**src/rtl/vga_pkg.sv**
```systemverilog
// rtl/vga_pkg.sv - VGA 640x480 timing and Hack screen geometry constants
package vga_pkg;

    localparam int H_VISIBLE = 640;
    localparam int H_FRONT   = 16;
    localparam int H_SYNC    = 96;
    localparam int H_BACK    = 48;
    localparam int H_TOTAL   = H_VISIBLE + H_FRONT + H_SYNC + H_BACK;

    localparam int V_VISIBLE = 480;
    localparam int V_FRONT   = 10;
    localparam int V_SYNC    = 2;
    localparam int V_BACK    = 33;
    localparam int V_TOTAL   = V_VISIBLE + V_FRONT + V_SYNC + V_BACK;

    localparam int SCR_W         = 512;
    localparam int SCR_H         = 256;
    localparam int WORDS_PER_ROW = 32;
    localparam int ADDR_W        = 13;
    localparam int CNT_W         = 10;

    typedef logic [CNT_W-1:0] cnt_t;

    function automatic cnt_t wrap_inc(input cnt_t v, input int total);
        return (int'(v) == total - 1) ? '0 : v + 1'b1;
    endfunction

endpackage

```
**src/rtl/vga_timing.sv**
```systemverilog
// rtl/vga_timing.sv - h/v counters with registered hsync, vsync and video_on
module vga_timing
    import vga_pkg::*;
#(
    parameter int H_VIS = vga_pkg::H_VISIBLE,
    parameter int H_FP  = vga_pkg::H_FRONT,
    parameter int H_SYN = vga_pkg::H_SYNC,
    parameter int H_BP  = vga_pkg::H_BACK,
    parameter int V_VIS = vga_pkg::V_VISIBLE,
    parameter int V_FP  = vga_pkg::V_FRONT,
    parameter int V_SYN = vga_pkg::V_SYNC,
    parameter int V_BP  = vga_pkg::V_BACK
) (
    input  logic             clk_i,
    input  logic             rst_n_i,
    output logic [CNT_W-1:0] h_count_o,
    output logic [CNT_W-1:0] v_count_o,
    output logic [CNT_W-1:0] h_next_o,
    output logic [CNT_W-1:0] v_next_o,
    output logic             hsync_o,
    output logic             vsync_o,
    output logic             video_on_o
);

    localparam int HT = H_VIS + H_FP + H_SYN + H_BP;
    localparam int VT = V_VIS + V_FP + V_SYN + V_BP;

    logic [CNT_W-1:0] h_q, h_d, v_q, v_d;
    logic             hsync_q, vsync_q, video_on_q;

    always_comb begin
        h_d = wrap_inc(h_q, HT);
        v_d = v_q;
        if (int'(h_q) == HT - 1) begin
            v_d = wrap_inc(v_q, VT);
        end
    end

    // Sync/video flags are registered from the current count, so they lag it by one cycle.
    always_ff @(posedge clk_i or negedge rst_n_i) begin
        if (!rst_n_i) begin
            h_q        <= '0;
            v_q        <= '0;
            hsync_q    <= 1'b1;
            vsync_q    <= 1'b1;
            video_on_q <= 1'b0;
        end else begin
            h_q        <= h_d;
            v_q        <= v_d;
            hsync_q    <= !((int'(h_q) >= H_VIS + H_FP) && (int'(h_q) < H_VIS + H_FP + H_SYN));
            vsync_q    <= !((int'(v_q) >= V_VIS + V_FP) && (int'(v_q) < V_VIS + V_FP + V_SYN));
            video_on_q <= (int'(h_q) < H_VIS) && (int'(v_q) < V_VIS);
        end
    end

    assign h_count_o  = h_q;
    assign v_count_o  = v_q;
    assign h_next_o   = h_d;
    assign v_next_o   = v_d;
    assign hsync_o    = hsync_q;
    assign vsync_o    = vsync_q;
    assign video_on_o = video_on_q;

endmodule

```
**src/rtl/vram_scanout.sv**
```systemverilog
// rtl/vram_scanout.sv - VGA scanout of the 512x256 1-bpp screen from the VRAM primary port
module vram_scanout
    import vga_pkg::*;
#(
    parameter int H_VIS      = vga_pkg::H_VISIBLE,
    parameter int H_FP       = vga_pkg::H_FRONT,
    parameter int H_SYN      = vga_pkg::H_SYNC,
    parameter int H_BP       = vga_pkg::H_BACK,
    parameter int V_VIS      = vga_pkg::V_VISIBLE,
    parameter int V_FP       = vga_pkg::V_FRONT,
    parameter int V_SYN      = vga_pkg::V_SYNC,
    parameter int V_BP       = vga_pkg::V_BACK,
    parameter int WIN_X      = 64,
    parameter int WIN_Y      = 112,
    parameter int LATENCY    = 3,
    parameter int FETCH_LEAD = 4
) (
    input  logic              clk,
    input  logic              rst_n,
    output logic              p_read,
    output logic [ADDR_W-1:0] p_addr,
    input  logic [15:0]       p_dout,
    output logic              hsync,
    output logic              vsync,
    output logic              video_on,
    output logic              pixel
);

    localparam int HT = H_VIS + H_FP + H_SYN + H_BP;
    localparam int VT = V_VIS + V_FP + V_SYN + V_BP;

    logic [CNT_W-1:0] h_cnt, v_cnt, h_nxt, v_nxt;

    vga_timing #(
        .H_VIS (H_VIS),
        .H_FP  (H_FP),
        .H_SYN (H_SYN),
        .H_BP  (H_BP),
        .V_VIS (V_VIS),
        .V_FP  (V_FP),
        .V_SYN (V_SYN),
        .V_BP  (V_BP)
    ) u_timing (
        .clk_i      (clk),
        .rst_n_i    (rst_n),
        .h_count_o  (h_cnt),
        .v_count_o  (v_cnt),
        .h_next_o   (h_nxt),
        .v_next_o   (v_nxt),
        .hsync_o    (hsync),
        .vsync_o    (vsync),
        .video_on_o (video_on)
    );

    logic              p_read_q;
    logic [ADDR_W-1:0] p_addr_q;
    logic [LATENCY-1:0] rd_dly_q;
    logic [15:0]       stage_q;
    logic [15:0]       shift_q;
    logic              pixel_q;

    int   lead_h, lead_v, lead_col, lead_row;
    logic fetch_hit;

    // Request decode looks at the position FETCH_LEAD pixels past the next count, so a
    // lead that crosses the line end still targets the line where the word is shown.
    always_comb begin
        lead_h = int'(h_nxt) + FETCH_LEAD;
        lead_v = int'(v_nxt);
        if (lead_h >= HT) begin
            lead_h = lead_h - HT;
            lead_v = (lead_v == VT - 1) ? 0 : lead_v + 1;
        end
        lead_col  = lead_h - WIN_X;
        lead_row  = lead_v - WIN_Y;
        fetch_hit = (lead_row >= 0) && (lead_row < SCR_H) && (lead_v < V_VIS) &&
                    (lead_col >= 0) && (lead_col < SCR_W) && (lead_col[3:0] == 4'd0);
    end

    int          col, row;
    logic        in_win, load;
    logic [15:0] pix_word;

    always_comb begin
        col      = int'(h_cnt) - WIN_X;
        row      = int'(v_cnt) - WIN_Y;
        in_win   = (row >= 0) && (row < SCR_H) && (col >= 0) && (col < SCR_W) &&
                   (int'(h_cnt) < H_VIS) && (int'(v_cnt) < V_VIS);
        load     = in_win && (col[3:0] == 4'd0);
        pix_word = load ? stage_q : shift_q;
    end

    // The shifter loads and emits bit 0 in the same cycle so pixel stays aligned with hsync.
    always_ff @(posedge clk or negedge rst_n) begin
        if (!rst_n) begin
            p_read_q <= 1'b0;
            p_addr_q <= '0;
            rd_dly_q <= '0;
            stage_q  <= '0;
            shift_q  <= '0;
            pixel_q  <= 1'b0;
        end else begin
            p_read_q <= fetch_hit;
            if (fetch_hit) begin
                p_addr_q <= {lead_row[7:0], lead_col[8:4]};
            end
            rd_dly_q[0] <= p_read_q;
            for (int i = 1; i < LATENCY; i++) begin
                rd_dly_q[i] <= rd_dly_q[i-1];
            end
            if (rd_dly_q[LATENCY-1]) begin
                stage_q <= p_dout;
            end
            shift_q <= {1'b0, pix_word[15:1]};
            pixel_q <= in_win & pix_word[0];
        end
    end

    assign p_read = p_read_q;
    assign p_addr = p_addr_q;
    assign pixel  = pixel_q;

endmodule

```
**config.mk**
```make
export PLATFORM = sky130hd
export DESIGN_NAME = vram_scanout
export DESIGN_NICKNAME = d
export VERILOG_FILES = /design/src/rtl/vga_pkg.sv /design/src/rtl/vga_timing.sv /design/src/rtl/vram_scanout.sv
export SDC_FILE = /design/constraint.sdc
export NUM_CORES = 1
export LEC_CHECK = 0
export CAP_MARGIN = 15
export CORE_ASPECT_RATIO = 1.1
export CORE_MARGIN = 2
export CORE_UTILIZATION = 40
export DETAILED_ROUTE_END_ITERATION = 7
export GPL_TIMING_DRIVEN = 0
export PLACE_DENSITY = 0.65
export SYNTH_ARGS = -nofsm -noshare
export SYNTH_HDL_FRONTEND = slang
export SYNTH_SLANG_ARGS = --single-unit
```
**constraint.sdc**
```tcl
create_clock -name clk -period 18.5 [get_ports clk]
set_clock_uncertainty 0.1 [all_clocks]
set_input_delay 1.85 -clock clk [delete_from_list [all_inputs] [get_ports clk]]
set_output_delay 1.85 -clock clk [all_outputs]
set_load 0.02 [all_outputs]
```
After elaboration in Yosys (flattened, before gate mapping)
Index checks and enable logic that the tools add are counted.
- register bits after elaboration: 72
- input bits: 18
- logic and storage cells: 65
- output and inout port bits: 18
- bitwise logic cells: 1
- reduce and logical (&&, ||, !) cells: 18
- magnitude comparators: 16
- equality and inequality tests: 3
- multiplexer cells: 7
- add/sub/neg operators: 9
- operator list (cell ; number):
    $ge 32x1->1 const B ; 2
    $lt 32x10->1 const B ; 2
    $sub 32x8->32 const B ; 2
    $lt 32x11->1 const B ; 1
    $mux 32 ; 1
    $mux 10 ; 3
    $ge 11x1->1 const B ; 2
    $mux 11 ; 2
    $sub 10x7->11 const B ; 2
    $add 10x1->10 const B ; 2
    $eq 10x10->1 const B ; 2
    $lt 10x10->1 const B ; 2
    $lt 10x9->1 const B ; 2
    $mux 16 ; 1
    $logic_and 1x1->1 ; 14
    $sub 11x10->12 const B ; 1
    $add 10x1->11 const B ; 1
    $add 10x3->11 const B ; 1
    $ge 11x10->1 const B ; 1
    $lt 11x10->1 const B ; 1
    $lt 11x11->1 const B ; 1
    $eq 10x9->1 const B ; 1
    $ge 10x10->1 const B ; 1
    $ge 10x9->1 const B ; 1
    3 further kinds ; 5

Depth between registers and ports, before layout
- word-level depth: 13
- gate-level depth with buffers: 28
- depth with buffers taken out: 23

Hierarchy
A second synthesis with hierarchy kept.
- cell total of the unflattened synthesis: 378
- area total of the unflattened synthesis: 4144.0 um2
- modules (own cells, without submodules) (module ; sequential area each (um2) ; area each (um2) ; cells each ; times used):
    vram_scanout ; 1226.2 ; 2996.6 ; 268 ; 1
    vga_timing ; 578.1 ; 1147.4 ; 110 ; 1

Least setup slack after synthesis
OpenSTA, ideal clock, no wires.
- path type: reg-to-reg
- start: register u_timing.h_q[0] (netlist: u_timing.h_count_o[0])
- end: register p_addr_q[10] (netlist: p_addr[10])
- data required time: 18.275 ns
- setup slack: 12.196 ns
- path buffers: 5
- clock period less this slack: 6.304 ns
- setup time: 0.125 ns
- data arrival time: 6.079 ns
- stages on the path, launching flop included: 28
- cells stage by stage: dfrtp_1 ha_1 buf_2 and3_1 buf_4 and3_1 buf_6 buf_4 and3_1 a21oi_1 ha_1 nor3b_1 a32o_1 nand4_1 and2_1 a22oi_1 inv_1 ha_1 a21oi_1 nand2_1 nor2_1 ha_1 or4b_2 or4_1 or4b_4 a2111oi_4 buf_6 mux2_4
- longest elaborated chain between the ends: 12
- RTL lines (item ; line ; text):
    start, declared ; vga_timing.sv:28 ; logic [CNT_W-1:0] h_q, h_d, v_q, v_d;
    start signal, assigned ; vga_timing.sv:42 ; h_q <= '0;
    start signal, assigned ; vga_timing.sv:48 ; h_q <= h_d;
    $add 10x1->10 / $eq 10x9->1 (equally long branches) ; vga_pkg.sv:25, vga_timing.sv:34 ;
    $mux 10 (on tied branches) ; vga_pkg.sv:25, vga_timing.sv:34 ;
    $add 10x3->11 (tied with other cells) ; vram_scanout.sv:68 ; lead_h = int'(h_nxt) + FETCH_LEAD;
    $ge 11x10->1 / $mux 11 (equally long branches) ; vram_scanout.sv:70, vram_scanout.sv:72 ;
    $mux 11 ; vram_scanout.sv:70 ; if (lead_h >= HT) begin
    $sub 32x8->32 ; vram_scanout.sv:75 ; lead_row = lead_v - WIN_Y;
    $ge 32x1->1 / $lt 32x10->1 (equally long branches) ; vram_scanout.sv:76 ; fetch_hit = (lead_row >= 0) && (lead_row < SCR_H) && (lead_v < V_VIS) &&
    $logic_and 1x1->1 (3 in a row) ; vram_scanout.sv:76 ;
    $logic_and 1x1->1 (2 in a row) ; vram_scanout.sv:77 ; (lead_col >= 0) && (lead_col < SCR_W) && (lead_col[3:0] == 4'd0);
    end signal, assigned ; vram_scanout.sv:105 ; p_addr_q <= {lead_row[7:0], lead_col[8:4]};
    end, declared ; vram_scanout.sv:56 ; logic [ADDR_W-1:0] p_addr_q;
Parallel ways exist; a longest one is shown, timed or not.
A chain may end at the register's enable or synchronous reset.

Worst setup path in the final report
- start: register u_timing.h_q[0] (netlist: u_timing.h_count_o[0])
- end: register p_addr_q[11] (netlist: p_addr[11])
The elaborated chain is that of the path after synthesis.

==> results.sh <==
export IMPL_status="finished clean"
export IMPL_dp_hpwl_um=7073
export IMPL_max_cap_viol_count=0
export IMPL_grt_pass1_wl_um=16530
export IMPL_utilization_pct=49.10
export IMPL_area_growth_pct=20.40
export IMPL_grt_usage_pct=17.40
export IMPL_cp_data_arrival_time_ps=7100
export IMPL_antennaDiodeCount=0
export IMPL_ioPinCount=36
export IMPL_synth_xor_area_share_pct=5.847
export IMPL_synth_compound_area_share_pct=12.99
export IMPL_post_cts_resize_count=0
export IMPL_die_x_um=104.3
export IMPL_cts_setup_buffers=0
export IMPL_met1_usage_pct=23.35
export IMPL_cts_tree="yes"
export IMPL_path_delay_family="simple AND/OR/NAND/NOR gates"
export IMPL_p_switching_uw=70.66
export IMPL_worst_endpoint_required_ps=18620
export IMPL_crit_path_end_kind="flip-flop"
export IMPL_p_comb_share_pct=2.0
export IMPL_routed_wl_um=9593
export IMPL_cts_buffers=9
export IMPL_cp_max_fo=10
export IMPL_synthTopCellsByArea="dfrtp_1 40%, mux2_2 8.4%, ha_1 4.5%, xnor2_1 3.4%, nand2_1 3.0%"
export IMPL_cpMaxStageDelayCell="or4b_2"
export IMPL_drcViolationCount=0
export IMPL_post_synth_fa_ha_maj_area_fraction_pct=4.520
export IMPL_hold_path_class="reg -> reg"
export IMPL_nNetsFinal=518
export IMPL_ys_flop_type="dfrtp_1"
export IMPL_ctsRootBufferMaster="clkbuf_16"
export IMPL_initial_utilization_pct=40.78
export IMPL_dpl_cell_count=620
export IMPL_path_class="reg -> reg"
export IMPL_antenna_found_initial=0
export IMPL_fin_crit_sh_pct=37.71
export IMPL_pwr_share_seq_pct=43.3
export IMPL_first_global_vias=3434
export IMPL_path_common_cell="ha_1"
export IMPL_grt_max_degree=55
export IMPL_synth_top_area_cell="dfrtp_1"
export IMPL_clkLatencyLatePin_ps=340
export IMPL_relSlewSlack_pct=23.86
export IMPL_syn_num_nets=471
export IMPL_p_per_area_nw_per_um2=68.31
export IMPL_ys_ff_latch=72
export IMPL_clkSinkCount=72
export IMPL_timing_final_setup_violations=0
export IMPL_fin_crit_ps=6976
export IMPL_dieHeight_um=114.4
export IMPL_fin_setup_tns_ps=0
export IMPL_first_pass_iters=4
export IMPL_holdBufCountCts=0
export IMPL_vias=3440
export IMPL_synth_cell_types=70
export IMPL_ys_async_sr_fraction_pct=100.0
export IMPL_netlist_area_leader_share_pct=39.55
export IMPL_globalplace_congestion=0.8740
export IMPL_die_area_um2=11930
export IMPL_critPathLaunchType="flip-flop"
export IMPL_tightest_slew_ps=1132
export IMPL_final_antenna_net_count=0
export IMPL_critPathMaxStageDelay_ps=570
export IMPL_grt_busiest_layer="met2"
export IMPL_core_area_um2=10860
export IMPL_rsz0062_at_grt="no"
export IMPL_cts_max_path_buffers=2
export IMPL_synth_simple_area_share_pct=19.32
export IMPL_clk_pin_slew_ps=60
export IMPL_io_buffers=35
export IMPL_synthMuxAreaShare_pct=11.78
export IMPL_slew_violations=0
export IMPL_r2r_start="u_timing.h_count_o[0]"
export IMPL_overflow=0
export IMPL_wl_per_cell_um=15.08
export IMPL_via_per_inst=5.409
export IMPL_syn_inst=437
export IMPL_stdcell_count=636
export IMPL_startpoint="u_timing.h_count_o[0]"
export IMPL_synth_top_family_by_area="simple AND/OR/NAND/NOR gates"
export IMPL_syn_cell_area_um2=4429
export IMPL_power_internal_uw=293.6
export IMPL_drt_initial_drc_count=244
export IMPL_clkPwrFrac_pct=54.8
export IMPL_p_leak_uw=0.002339
export IMPL_syn_avg_cell_area_um2=10.14
export IMPL_cp_num_buf_inv=6
export IMPL_worstHoldStart="rd_dly_q[0]"
export IMPL_drive_above_1_share_pct=18.00
export IMPL_gr_usage_met2_pct=26.54
export IMPL_rows=40
export IMPL_fmaxAchievable_ghz=0.1433
export IMPL_seq_area_frac_synth_pct=40.73
export IMPL_sw_frac_of_total_pct=19.40
export IMPL_total_power_uw=364.3
export IMPL_grtUsageMet3_pct=2.846
export IMPL_hold_violations=0
export IMPL_yosysWarnings=0
export IMPL_ir_drop_mv=0.03846
export IMPL_synth_edf_count=0
export IMPL_h_tree_depth=3
## sequential cells by signal, summed over array words and instances, names as in the netlist
register             count
u_timing.vsync_o         1
p_addr                  13
u_timing.h_count_o      10
pixel                    1
rd_dly_q                 3
u_timing.v_count_o      10
u_timing.video_on_o      1
p_read                   1
stage_q                 16
shift_q                 15
u_timing.hsync_o         1
## cells by family (layout without fill, tap and decap cells)
| kind of cell | count (synthesis) | in the layout |
|---|---|---|
| buffers and inverters | 44 | 96 |
| and+or+nand+nor | 154 | 154 |
| adders and majority gates | 16 | 16 |
| AOI/OAI and AO/OA | 79 | 79 |
| muxes | 44 | 44 |
| DFF | 72 | 72 |
| xor gates and xnor gates | 28 | 28 |
## placed cells by master, fill, tap and decap left out, types with 3 or more instances in the layout
cell type        instances
o31ai_1                  4
clkbuf_16                9
nor4_1                   7
nor2b_1                  5
a211oi_1                 3
dfrtp_1                 70
a41oi_1                  3
nor4b_1                  3
buf_4                    3
mux2_4                   8
buf_6                    4
and4_1                   5
o21ai_0                 18
and3_1                   7
mux2i_1                  3
a21o_1                   3
nor3_1                  11
nand4_1                 16
bufinv_16                3
and2_1                   6
nand2b_1                 3
mux2_2                  33
o211a_1                  3
xor2_1                  10
clkbuf_1                11
buf_2                    8
clkdlybuf4s50_1         34
nor2_1                  24
o211ai_1                 4
ha_1                    16
inv_1                   18
xnor2_1                 17
a21oi_1                 13
nand3_1                 15
a31oi_1                  6
nand2_1                 35
## power groups by stage
stage	registers, µW	logic (µW)	clock network, µW
2_1_floorplan	160	0.0278	0
3_3_place_gp	160	6.77	0
3_5_place_dp	160	7.51	0
4_1_cts	157	7.54	205
5_1_grt	157	8.11	211
6_report	158	7.16	200
## layout make-up
type / count / area, µm²
repair buffers: 36 / 375.4
clock inverters: 6 / 115.1
clock buffers: 10 / 229.0
flip-flops and latches: 72 / 1804
well taps: 147 / 183.9
plain buffers: 26 / 145.1
inverters: 18 / 67.56
multi-input cells: 321 / 2412
fillers: 987 / 5528
## synth_stat cells, types with 3 or more instances
cell / number
o211ai_1: 4
nand3_1: 15
ha_1: 16
nor4b_1: 3
o211a_1: 3
inv_1: 18
nor3_1: 11
xnor2_1: 17
a211oi_1: 3
a21oi_1: 13
nand2b_1: 3
o21ai_0: 18
nand4_1: 16
buf_2: 8
and2_1: 6
and4_1: 5
clkbuf_1: 10
o31ai_1: 4
nor4_1: 7
a41oi_1: 3
a31oi_1: 6
a21o_1: 3
mux2_4: 8
mux2_2: 33
mux2i_1: 3
nor2b_1: 5
and3_1: 7
buf_6: 4
dfrtp_1: 70
nor2_1: 24
xor2_1: 10
nand2_1: 35
## final timing paths
kind                                     to  slack (ps)  cells past startpoint
setup / recovery                 p_addr[11]       11520                     27
hold / removal                  rd_dly_q[1]         250                      0
setup reg to reg                 p_addr[11]       11520                     27
hold reg to reg                 rd_dly_q[1]         250                      0
max in group asynchronous  u_timing.hsync_o       16430                      2
min in group asynchronous         p_addr[0]        1280                      1
## routing by layer
layer	vias up	routed length [µm]
li1	1693	-
met1	1632	4476
met2	91	4391
met3	24	384
met4	0	340
met5	-	0
## metrics by stage
step	setup WS, ps	area (µm²)	hold slack (ps)
floorplan	12200	4429	231.2
global placement	11540	4964	236.3
detailed placement	11500	4989	234.7
finish	11520	5333	246.8
global route	11010	5333	260.7
CTS	11480	5333	248.0
Power figures use the tool's default switching activity.
